[src/rtl/alu_transfer_unit_pkg.sv]
// Package alu_pkg: shared constants for the ALU transfer path.
//   DEFAULT_WIDTH    default operand/result width
//   MODE_PASS..ZERO  3-bit transform selects carried on in_mode
package alu_pkg;

  localparam int unsigned DEFAULT_WIDTH = 8;

  localparam logic [2:0] MODE_PASS = 3'b000;
  localparam logic [2:0] MODE_NOT  = 3'b001;
  localparam logic [2:0] MODE_SHL  = 3'b010;
  localparam logic [2:0] MODE_SHR  = 3'b011;
  localparam logic [2:0] MODE_ROR  = 3'b100;
  localparam logic [2:0] MODE_ROL  = 3'b101;
  localparam logic [2:0] MODE_SWAP = 3'b110;
  localparam logic [2:0] MODE_ZERO = 3'b111;

endpackage

[src/rtl/alu_transfer_unit_if.sv]
// Handshake bundle between the operand side, the transfer unit and the
// ALU result bus.
//   in_valid/in_ready/in_data/in_mode       operand channel (producer -> unit)
//   out_valid/out_ready/out_data/out_zero/out_neg  result channel (unit -> consumer)
// Modports: slave = the transfer unit, master = the surrounding producer/consumer.
interface alu_transfer_unit_if #(
  parameter int unsigned WIDTH = alu_pkg::DEFAULT_WIDTH
);
  logic             in_valid;
  logic             in_ready;
  logic [WIDTH-1:0] in_data;
  logic [2:0]       in_mode;
  logic             out_valid;
  logic             out_ready;
  logic [WIDTH-1:0] out_data;
  logic             out_zero;
  logic             out_neg;

  modport slave (
    input  in_valid, in_data, in_mode, out_ready,
    output in_ready, out_valid, out_data, out_zero, out_neg
  );

  modport master (
    output in_valid, in_data, in_mode, out_ready,
    input  in_ready, out_valid, out_data, out_zero, out_neg
  );
endinterface

[src/rtl/alu_transfer_unit_op.sv]
// transfer_op: combinational unary transform applied to an operand.
//   in_data   operand
//   in_mode   transform select (alu_pkg MODE_*)
//   out_data  transformed word
module transfer_op
  import alu_pkg::*;
#(
  parameter int unsigned WIDTH = DEFAULT_WIDTH
) (
  input  logic [WIDTH-1:0] in_data,
  input  logic [2:0]       in_mode,
  output logic [WIDTH-1:0] out_data
);

  localparam int unsigned HALF = WIDTH / 2;

  always_comb begin
    out_data = '0;
    case (in_mode)
      MODE_PASS: out_data = in_data;
      MODE_NOT:  out_data = ~in_data;
      MODE_SHL:  out_data = {in_data[WIDTH-2:0], 1'b0};
      MODE_SHR:  out_data = {1'b0, in_data[WIDTH-1:1]};
      MODE_ROR:  out_data = {in_data[0], in_data[WIDTH-1:1]};
      MODE_ROL:  out_data = {in_data[WIDTH-2:0], in_data[WIDTH-1]};
      MODE_SWAP: out_data = {in_data[HALF-1:0], in_data[WIDTH-1:HALF]};
      MODE_ZERO: out_data = '0;
      default:   out_data = '0;
    endcase
  end

endmodule

[src/rtl/alu_transfer_unit.sv]
// alu_transfer_unit: accepts operands over a valid/ready handshake, applies
// the selected unary transform on entry and buffers results in a DEPTH-entry
// FIFO presented with zero/negative flags.
//   clk    rising-edge clock
//   rst_n  asynchronous active-low reset
//   flush  synchronous clear of FIFO pointers/count
//   bus    operand and result channels (alu_transfer_unit_if.slave)
//   count  entries currently held (0..DEPTH)
module alu_transfer_unit
  import alu_pkg::*;
#(
  parameter  int unsigned WIDTH = DEFAULT_WIDTH,
  parameter  int unsigned DEPTH = 4,
  localparam int unsigned AW    = $clog2(DEPTH)
) (
  input  logic                 clk,
  input  logic                 rst_n,
  input  logic                 flush,
  alu_transfer_unit_if.slave   bus,
  output logic [AW:0]          count
);

  localparam logic [AW:0]   CNT_FULL = (AW+1)'(DEPTH);
  localparam logic [AW:0]   CNT_ONE  = (AW+1)'(1);
  localparam logic [AW-1:0] PTR_ONE  = AW'(1);

  logic [WIDTH-1:0] mem [DEPTH];
  logic [AW-1:0]    wr_ptr;
  logic [AW-1:0]    rd_ptr;
  logic [WIDTH-1:0] xform_data;
  logic             push;
  logic             pop;

  transfer_op #(.WIDTH(WIDTH)) u_op (
    .in_data  (bus.in_data),
    .in_mode  (bus.in_mode),
    .out_data (xform_data)
  );

  // Handshake outputs depend only on registered state.
  assign bus.in_ready  = (count != CNT_FULL);
  assign bus.out_valid = (count != '0);
  assign bus.out_data  = mem[rd_ptr];
  assign bus.out_zero  = (bus.out_data == '0);
  assign bus.out_neg   = bus.out_data[WIDTH-1];

  // A flush discards any handshake completing in the same cycle.
  assign push = bus.in_valid  & bus.in_ready  & ~flush;
  assign pop  = bus.out_valid & bus.out_ready & ~flush;

  always_ff @(posedge clk or negedge rst_n) begin
    if (!rst_n) begin
      wr_ptr <= '0;
      rd_ptr <= '0;
      count  <= '0;
      for (int unsigned i = 0; i < DEPTH; i++) begin
        mem[i] <= '0;
      end
    end else if (flush) begin
      wr_ptr <= '0;
      rd_ptr <= '0;
      count  <= '0;
    end else begin
      if (push) begin
        mem[wr_ptr] <= xform_data;
        wr_ptr      <= wr_ptr + PTR_ONE;
      end
      if (pop) begin
        rd_ptr <= rd_ptr + PTR_ONE;
      end
      case ({push, pop})
        2'b10:   count <= count + CNT_ONE;
        2'b01:   count <= count - CNT_ONE;
        default: count <= count;
      endcase
    end
  end

endmodule

[src/flat_wrapper.sv]
// flat-port wrapper written by rule: the top's interface ports become plain ports
module alu_transfer_unit_flat import alu_pkg::*;
#(
  parameter  int unsigned WIDTH = DEFAULT_WIDTH,
  parameter  int unsigned DEPTH = 4,
  localparam int unsigned AW    = $clog2(DEPTH)
)
  (clk, rst_n, flush, count, bus_in_valid, bus_in_data, bus_in_mode, bus_out_ready, bus_in_ready, bus_out_valid, bus_out_data, bus_out_zero, bus_out_neg);
  alu_transfer_unit_if #(.WIDTH(WIDTH)) bus_i ();
  input  logic clk;
  input  logic rst_n;
  input  logic flush;
  output logic [AW:0] count;
  input wire logic [$bits(bus_i.in_valid)-1:0] bus_in_valid;
  input wire logic [$bits(bus_i.in_data)-1:0] bus_in_data;
  input wire logic [$bits(bus_i.in_mode)-1:0] bus_in_mode;
  input wire logic [$bits(bus_i.out_ready)-1:0] bus_out_ready;
  output wire logic [$bits(bus_i.in_ready)-1:0] bus_in_ready;
  output wire logic [$bits(bus_i.out_valid)-1:0] bus_out_valid;
  output wire logic [$bits(bus_i.out_data)-1:0] bus_out_data;
  output wire logic [$bits(bus_i.out_zero)-1:0] bus_out_zero;
  output wire logic [$bits(bus_i.out_neg)-1:0] bus_out_neg;
  assign bus_i.in_valid = bus_in_valid;
  assign bus_i.in_data = bus_in_data;
  assign bus_i.in_mode = bus_in_mode;
  assign bus_i.out_ready = bus_out_ready;
  assign bus_in_ready = bus_i.in_ready;
  assign bus_out_valid = bus_i.out_valid;
  assign bus_out_data = bus_i.out_data;
  assign bus_out_zero = bus_i.out_zero;
  assign bus_out_neg = bus_i.out_neg;
  alu_transfer_unit #(.WIDTH(WIDTH), .DEPTH(DEPTH)) u_core (.clk(clk), .rst_n(rst_n), .flush(flush), .bus(bus_i), .count(count));
endmodule
[config.mk]
export PLATFORM = sky130hd
export DESIGN_NAME = alu_transfer_unit_flat
export DESIGN_NICKNAME = d
export VERILOG_FILES = /design/src/rtl/alu_transfer_unit_pkg.sv /design/src/rtl/alu_transfer_unit_if.sv /design/src/rtl/alu_transfer_unit_op.sv /design/src/rtl/alu_transfer_unit.sv /design/src/flat_wrapper.sv
export SDC_FILE = /design/constraint.sdc
export NUM_CORES = 1
export LEC_CHECK = 0
export BUFFER_PORTS_ARGS = -buffer_cell sky130_fd_sc_hd__buf_2
export CORE_MARGIN = 5
export CORE_UTILIZATION = 25
export CTS_CLUSTER_SIZE = 28
export DETAILED_ROUTE_END_ITERATION = 7
export GPL_TIMING_DRIVEN = 0
export SYNTH_ARGS = -nofsm -noshare
export SYNTH_HDL_FRONTEND = slang
export SYNTH_HIERARCHICAL = 1
export SYNTH_SLANG_ARGS = --single-unit
export TNS_END_PERCENT = 30
[constraint.sdc]
create_clock -name clk -period 6.19 [get_ports clk]
set_input_delay 0.3095 -clock clk [delete_from_list [all_inputs] [get_ports clk]]
set_output_delay 0.3095 -clock clk [all_outputs]
set_load 0.02 [all_outputs]
Word level (Yosys, flattened, before mapping)
Cells that the tools add are included.

Bits in registers: 39. Latch bits: 0. Bits in writable memories: 0. Bits in read-only memories: 0. Output and inout bits: 15. Memories: 0.

$add $sub $neg: 4. $mul: 0. Divide/modulo/power cells: 0. $lt $le $gt $ge: 3. Eq/ne operators: 10. Shifts and indexed selects: 0. Mux-type cells: 13. Bitwise operators: 8. Reductions and logical operators: 8.

Operators with widths (number): one-hot mux 8 bit (8 select lines) (1); bitwise mux 32 bit (1); 2-to-1 mux 8 bit (3); binary-select mux 8 bit (select 2 bit) (1); demux 8 bit (select 2 bit) (1); equality test 3 bit, second input constant (4); logical NOT 8 bit (1); 2-to-1 mux 2 bit (4); inverter 8 bit (1); equality test 3 x 2 -> 1 bit, second input constant (2); >= comparator 3 bit, second input constant (2); inverter 2 -> 3 bit (2); one-hot mux 3 bit (2 select lines) (1); nonzero test 3 bit (2); adder 2 x 1 -> 2 bit, second input constant (2); AND 1 bit (4); nonzero test 2 bit (2); adder 3 x 1 -> 3 bit, second input constant (1); equality test 3 x 1 -> 1 bit, second input constant (1); logical NOT 3 bit (1); < comparator 3 x 1 -> 1 bit, second input constant (1); 2-to-1 mux 3 bit (1); inequality test 3 bit, second input constant (1); subtractor 3 x 1 -> 3 bit, second input constant (1); other kinds (5) (5).

Depth between registers and ports, before layout
Gate-level depths: netlist of run 1.

Depth in word-level cells: 6. Mapped depth: 7.

Modules after synthesis
Netlist of run 1, hierarchy kept.

Modules (own cells, without submodules): alu_transfer_unit (times used 1, cells each 127, area an instance 1891.8 um^2, seq. area each 975.9 um^2); transfer_op (times used 1, cells each 88, area an instance 534.3 um^2, seq. area each 0.0 um^2).

Least setup slack after synthesis of run 1
Ideal clock, no wire load.

Path kind: register -> output. Start point: reg u_core.rd_ptr[0]. End point: out bus_out_zero. Data arrival time: 1.947 ns. Path slack: 3.933 ns. Cell stages (with the launch flop): 5. Path buffers: 1. Cells stage by stage: dfrtp_1 -> buf_6 -> mux4_1 -> or4_1 -> nor2_1.

Word-level cells in the longest chain between the ends: 5.

Ends and longest elaborated chain: from (decl) (line alu_transfer_unit.sv:29) `logic [AW-1:0] rd_ptr;`; from (signal assigned) (line alu_transfer_unit.sv:69) `rd_ptr <= rd_ptr + PTR_ONE;`; inverter 2 -> 3 bit (implied by the code) (line alu_transfer_unit.sv:43) `assign bus.out_data = mem[rd_ptr];`; binary-select mux 8 bit (select 2 bit) (line alu_transfer_unit.sv:43); 2-to-1 mux 8 bit (implied by the code) (2 in a row) (line alu_transfer_unit.sv:43); net bus_out_data[5] (line flat_wrapper.sv:20) `output wire logic [$bits(bus_i.out_data)-1:0] bus_out_data;`; logical NOT 8 bit (line alu_transfer_unit.sv:44) `assign bus.out_zero = (bus.out_data == '0);`; to (decl) (line flat_wrapper.sv:21) `output wire logic [$bits(bus_i.out_zero)-1:0] bus_out_zero;`.

The timed path passes the listed nets, and every way through them passes these cells. The select of a mux whose other input is x is not followed.

Worst setup path after layout of run 1
Start point: reg u_core.rd_ptr[1]. End point: out bus_out_zero.

Word-level cells in the longest chain between the ends: 5.

Ends and longest elaborated chain (line): inverter 2 -> 3 bit (implied by the code) (alu_transfer_unit.sv:43); binary-select mux 8 bit (select 2 bit) (alu_transfer_unit.sv:43); 2-to-1 mux 8 bit (implied by the code) (2 in a row) (alu_transfer_unit.sv:43); logical NOT 8 bit (alu_transfer_unit.sv:44).

Every way passes these cells. The select of a mux whose other input is x is not followed.

==> impl_metrics.toml, run 1 <==
[outcome]
status = "finished clean"

[pwr]
internal_power_uw = 723
switching_share_pct = 36.1
p_leak_nw = 1.26
p_seq_share_pct = 37.8
power.density_nw_per_um2 = 396
power_frac_comb_pct = 43.0
switching_power_uw = 408
clkPwrFrac_pct = 19.2
peakVddDrop_uv = 127

[yosys]
synth_top_family_by_area = "multiplexers"
synth_area_leaders = "dfrtp_1 (40%), mux2_1 (15%), mux4_2 (4.6%), nand2b_1 (3.6%), mux4_1 (3.2%)"
synth.top_cell.area_share_pct = 40.2
yosysMostFrequentCell = "dfrtp_1"
synth_cell_types = 47
synth_compound_area_share_pct = 12.8
synth_flop_cell = "dfrtp_1"
synthSimpleGateAreaFrac_pct = 14.0
ys_top_cells_by_count = "dfrtp_1 (39), mux2_1 (33), nand2_1 (16)"
synth.cell_area_sq_um = 2430
postSynthAreaPerCell_sq_um = 11.3
synth.yosys.seq_area_share_pct = 40.2
synth_edf_count = 0
syn_inst = 215
synth_fa_ha_area_share_pct = 2.89
synth_xor_area_share_pct = 1.44
synth.area.mux_share_pct = 24.0
async_flop_share_pct = 100
yosysWarnings = 6
synth_nets = 236
ys_ff_latch = 39
yosysTopAreaCell = "dfrtp_1"

[worst_setup_path]
crit_type = "reg -> out"
critPathArrivalTime_ns = 2.31
worst_ep_required_time_ns = 5.88
cp-end-kind = "primary output"
startpoint_type = "flip-flop"
crit_fanout = 9

[timing]
finalClockSkew_ns = 0.00570
worst_slew_pin_slew_ns = 0.869
fmax_ghz = 0.382
setup_violations = 0
hold_slack_ns = 0.136
maxSlewViolCount = 0
rsz0062_at_grt = "false"
min_period_ns = 2.62
timing_hold_violations_final = 0
fin_tns_setup_ns = 0
relSlewSlack_pct = 42.1
min_period_over_period_pct = 42.3

[grt]
grt_antenna_before_repair = 0
grt_first_pass_wirelength_um = 9120
grt_pass1_vias = 1849
grt_overflow = 0
track_usage_pct = 9.93
grt_start_max_net_pins = 40

[drt]
routed_wl_um = 5580
ant_nets = 0
via_per_inst = 4.83
drt_iter0_drc = 102
wl_per_cell_um = 14.5
firstDrtPassIters = 6
num_vias = 1861
drc = 0

[layout]
fillers = 1019
n_antenna_cell = 0
design_area_sq_um = 2860
final_cells = 385
fin_nets = 272
syn2layout_area_growth_pct = 17.7
fin_util_pct = 29.6
drive_gt1_share_pct = 22.6

[place]
place_congestion = 0.901
dp_hpwl_um = 4110
portBuffers = 29
place_inst = 377
dpl_cell_area_sq_um = 2740

[floorplanning]
floorplan.die.width_um = 109
rows = 36
initial_utilization_pct = 25.2
core_area_sq_um = 9640
dieArea_sq_um = 11800
top_level_ports = 31
die_h_um = 109

[clock_tree]
hold_buffers = 0
htree_levels = 2
cts-resized-gates = 0
cts-root-buf = "clkbuf_8"
cts_buffers = 5
cts_tree = "done"
post_cts_buffers = 0
clkSinkCount = 39
clock_path_buffers = 2
cts.clk_slew.worst_paths_ns = 0.08
clk-insertion-delay-late_ns = 0.28

[min_path]
min-delay-path-class = "in -> async"

[flow_run]
drv_cap = 0
==> final timing paths <==
check	startpoint	to	slack (ns)	cells past startpoint
max	u_core/rd_ptr[1]	bus_out_zero	3.57	5
min	rst_n	u_core/count[1]	0.14	1
max reg2reg	u_core/count[0]	u_core/count[2]	3.85	6
min reg2reg	u_core/mem[26]	u_core/mem[26]	0.49	1
max in group asynchronous	rst_n	u_core/wr_ptr[1]	5.51	1
min in group clk	bus_in_valid	u_core/wr_ptr[1]	0.33	3
==> cell usage in the layout, fill, tap and decap left out, types with 5 or more instances in the layout <==
master / count
a21oi_1: 10
inv_1: 5
clkbuf_8: 6
nand2_1: 16
nand2b_1: 14
dfrtp_1: 39
nand3_1: 6
o22ai_1: 7
mux2_1: 33
mux4_2: 5
nor2_1: 6
clkbuf_1: 5
buf_2: 34
==> metal layers <==
layer  up-vias  track usage [%]  wire [um]
li1        871                -          -
met1       918             12.1       2370
met2        58             17.7       2860
met3        14             1.91        254
met4         0             3.16         93
met5         -                0          0
==> logic make-up after synthesis <==
logic type | after synthesis
fa+ha+maj | 5
flops | 39
compound gates | 45
simple gates | 59
xor+xnor | 4
buf+inv | 20
mux | 43
==> through the flow <==
stage / power [mW] / setup WS [ns]
after floorplan: 0.777 / 3.93
after global placement: 0.910 / 3.81
after detailed placement: 0.930 / 3.82
after CTS: 1.15 / 3.50
after global routing: 1.21 / 3.39
final: 1.13 / 3.57
==> worst max-delay path, cell delays in order (launching register included) <==
cell	delay (ns)
dfrtp_1	0.32
clkbuf_1	0.44
mux4_2	0.41
or4_1	0.58
nor2_1	0.12
buf_2	0.16
==> final cells by class <==
class	instances	area, sq um	share of cell area, %
clock buffers	6	82.6	2.89
flip-flops and latches	39	976	34.2
plain buffers	15	92.6	3.24
multi-input cells	156	1340	46.9
inverters	5	18.8	0.657
repair buffers	29	145	5.08
clock inverters	2	35.0	1.23
well taps	133	166	5.83
==> flip-flops by register name, indices dropped and copies added, names as in the netlist <==
register and cells:
u_core/mem 32, u_core/rd_ptr 2, u_core/count 3, u_core/wr_ptr 2
==> power by group through the flow <==
stage               registers, mW  clock network (mW)  logic [mW]
finish                      0.428               0.217       0.486
global route                0.446               0.233       0.536
CTS                         0.429               0.224       0.497
detailed placement          0.434                   0       0.496
global placement            0.425                   0       0.485
floorplan                   0.423                   0       0.354
No activity file was read; power rests on OpenSTA's default activity.
==> run 2: changes to the inputs <==
- clock period: 6.19 -> 2.7 ns (I/O delays scaled with it)
==> run 2 against run 1 <==
- final cell count up 0.26%
- first-iteration DRC count up 34%
- clock skew about the same
- utilization up 0.10 points
- register-to-register slack worse by 3.5 ns
- sequential power up 130%
- sequential share of layout area down 0.12 points
- setup slack worse by 3.3 ns
- critical endpoint unchanged
- largest power group unchanged
==> impl_metrics.toml, run 2 (same netlist as run 1, synthesis figures left out) <==
[timing]
relSlewSlack_pct = 42.2
timing_hold_violations_final = 0
hold_slack_ns = 0.155
fmax_ghz = 0.409
setup_violations = 0
worst_slew_pin_slew_ns = 0.867
min_period_ns = 2.44
finalClockSkew_ns = 0.00570
min_period_over_period_pct = 90.5
maxSlewViolCount = 0
rsz0062_at_grt = "false"
fin_tns_setup_ns = 0

[drt]
firstDrtPassIters = 4
ant_nets = 0
via_per_inst = 4.72
drc = 0
routed_wl_um = 5560
num_vias = 1823
wl_per_cell_um = 14.4
drt_iter0_drc = 137

[worst_setup_path]
worst_ep_required_time_ns = 2.57
cp-end-kind = "primary output"
startpoint_type = "flip-flop"
crit_fanout = 9
critPathArrivalTime_ns = 2.31
rrSetupSlack_ns = 0.36
crit_type = "reg -> out"

[clock_tree]
cts_tree = "done"
cts-root-buf = "clkbuf_8"
clock_path_buffers = 2
cts.clk_slew.worst_paths_ns = 0.07
htree_levels = 2
post_cts_buffers = 0
cts_buffers = 5
clkSinkCount = 39
clk-insertion-delay-late_ns = 0.28

[place]
place_congestion = 0.901
portBuffers = 29
dp_hpwl_um = 4110
dpl_cell_area_sq_um = 2740

[pwr]
clkPwrFrac_pct = 19.2
internal_power_mw = 1.66
power_mw = 2.59
switching_power_uw = 935
p_seq_share_pct = 37.8
power_frac_comb_pct = 43.0
switching_share_pct = 36.0
peakVddDrop_uv = 290
power.density_nw_per_um2 = 905
p_leak_nw = 1.27

[grt]
grt_pass1_vias = 1849
grt_antenna_before_repair = 0
track_usage_pct = 9.93
grt_start_max_net_pins = 40
grt_overflow = 0
grt_first_pass_wirelength_um = 9120

[floorplanning]
die_h_um = 109
floorplan.die.width_um = 109
initial_utilization_pct = 25.2
top_level_ports = 31
rows = 36
dieArea_sq_um = 11800
core_area_sq_um = 9640

[layout]
design_area_sq_um = 2870
final_cell_mix = "dfrtp_1 (39), buf_2 (34), mux2_1 (33)"
syn2layout_area_growth_pct = 18.1
drive_gt1_share_pct = 22.5
top_regs = "u_core/mem x32, u_core/count x3"
multi_input_area_sq_um = 1340
largest_reg_flops = 32
n_antenna_cell = 0
fillers = 1017
regMostFlops = "u_core/mem"
mostFrequentLayoutCell = "dfrtp_1"
regArea_sq_um = 976
fin_nets = 273

[min_path]
min-delay-path-class = "in -> reg"

[flow_run]
drv_cap = 0

[outcome]
status = "finished clean"
[run 2: layout make-up]
type                       count  area share, %
buffer                        15           3.23
tap                          133           5.81
sequential                    39           34.1
clock buffer                   6           2.88
multi-input combinational    156           46.7
clock inverter                 2           1.22
timing repair buffer          30           5.41
inverter                       5          0.655
[run 2: per-stage QoR]
stage | std cells | util, % | setup WS (ns)
finish | 386 | 29.7 | 0.256
global route | 386 | 29.7 | 0.0714
CTS | 386 | 29.7 | 0.180
detailed placement | 377 | 28.4 | 0.388
global placement | 377 | 28.4 | 0.494
floorplan | 215 | - | 0.589
[run 2: path summary, 6_finish.rpt]
kind                                    end             start  cells past startpoint
max                            bus_out_zero  u_core/rd_ptr[1]                      5
min                        u_core/wr_ptr[1]      bus_in_valid                      3
max reg2reg                 u_core/count[2]   u_core/count[0]                      6
min reg2reg                  u_core/mem[26]    u_core/mem[26]                      1
max in group asynchronous  u_core/wr_ptr[1]             rst_n                      2
min in group asynchronous   u_core/count[1]             rst_n                      2
[run 2: timing repair]
item	in CTS	in global routing
hold buffers	1	0
resized for setup	0	0
hold endpoints to repair	39	0
[run 2: power by group through the flow]
stage	clock network (mW)	registers [mW]	logic, mW
detailed placement	0	0.995	1.14
floorplan	0	0.970	0.812
global route	0.533	1.02	1.23
CTS	0.514	0.983	1.14
global placement	0	0.974	1.11
finish	0.497	0.981	1.12
[run 2: layer usage]
layer,up-vias,wire length [um],GRT usage [%]
li1,871,-,-
met1,900,2360,12.1
met2,46,2890,17.7
met3,6,242,1.91
met4,0,57,3.16
met5,-,0,0
[run 2: critical path, stage by stage, from the launching register on]
cell and delay [ns]:
dfrtp_1 0.32, clkbuf_1 0.44, mux4_2 0.41, or4_1 0.58, nor2_1 0.12, buf_2 0.16
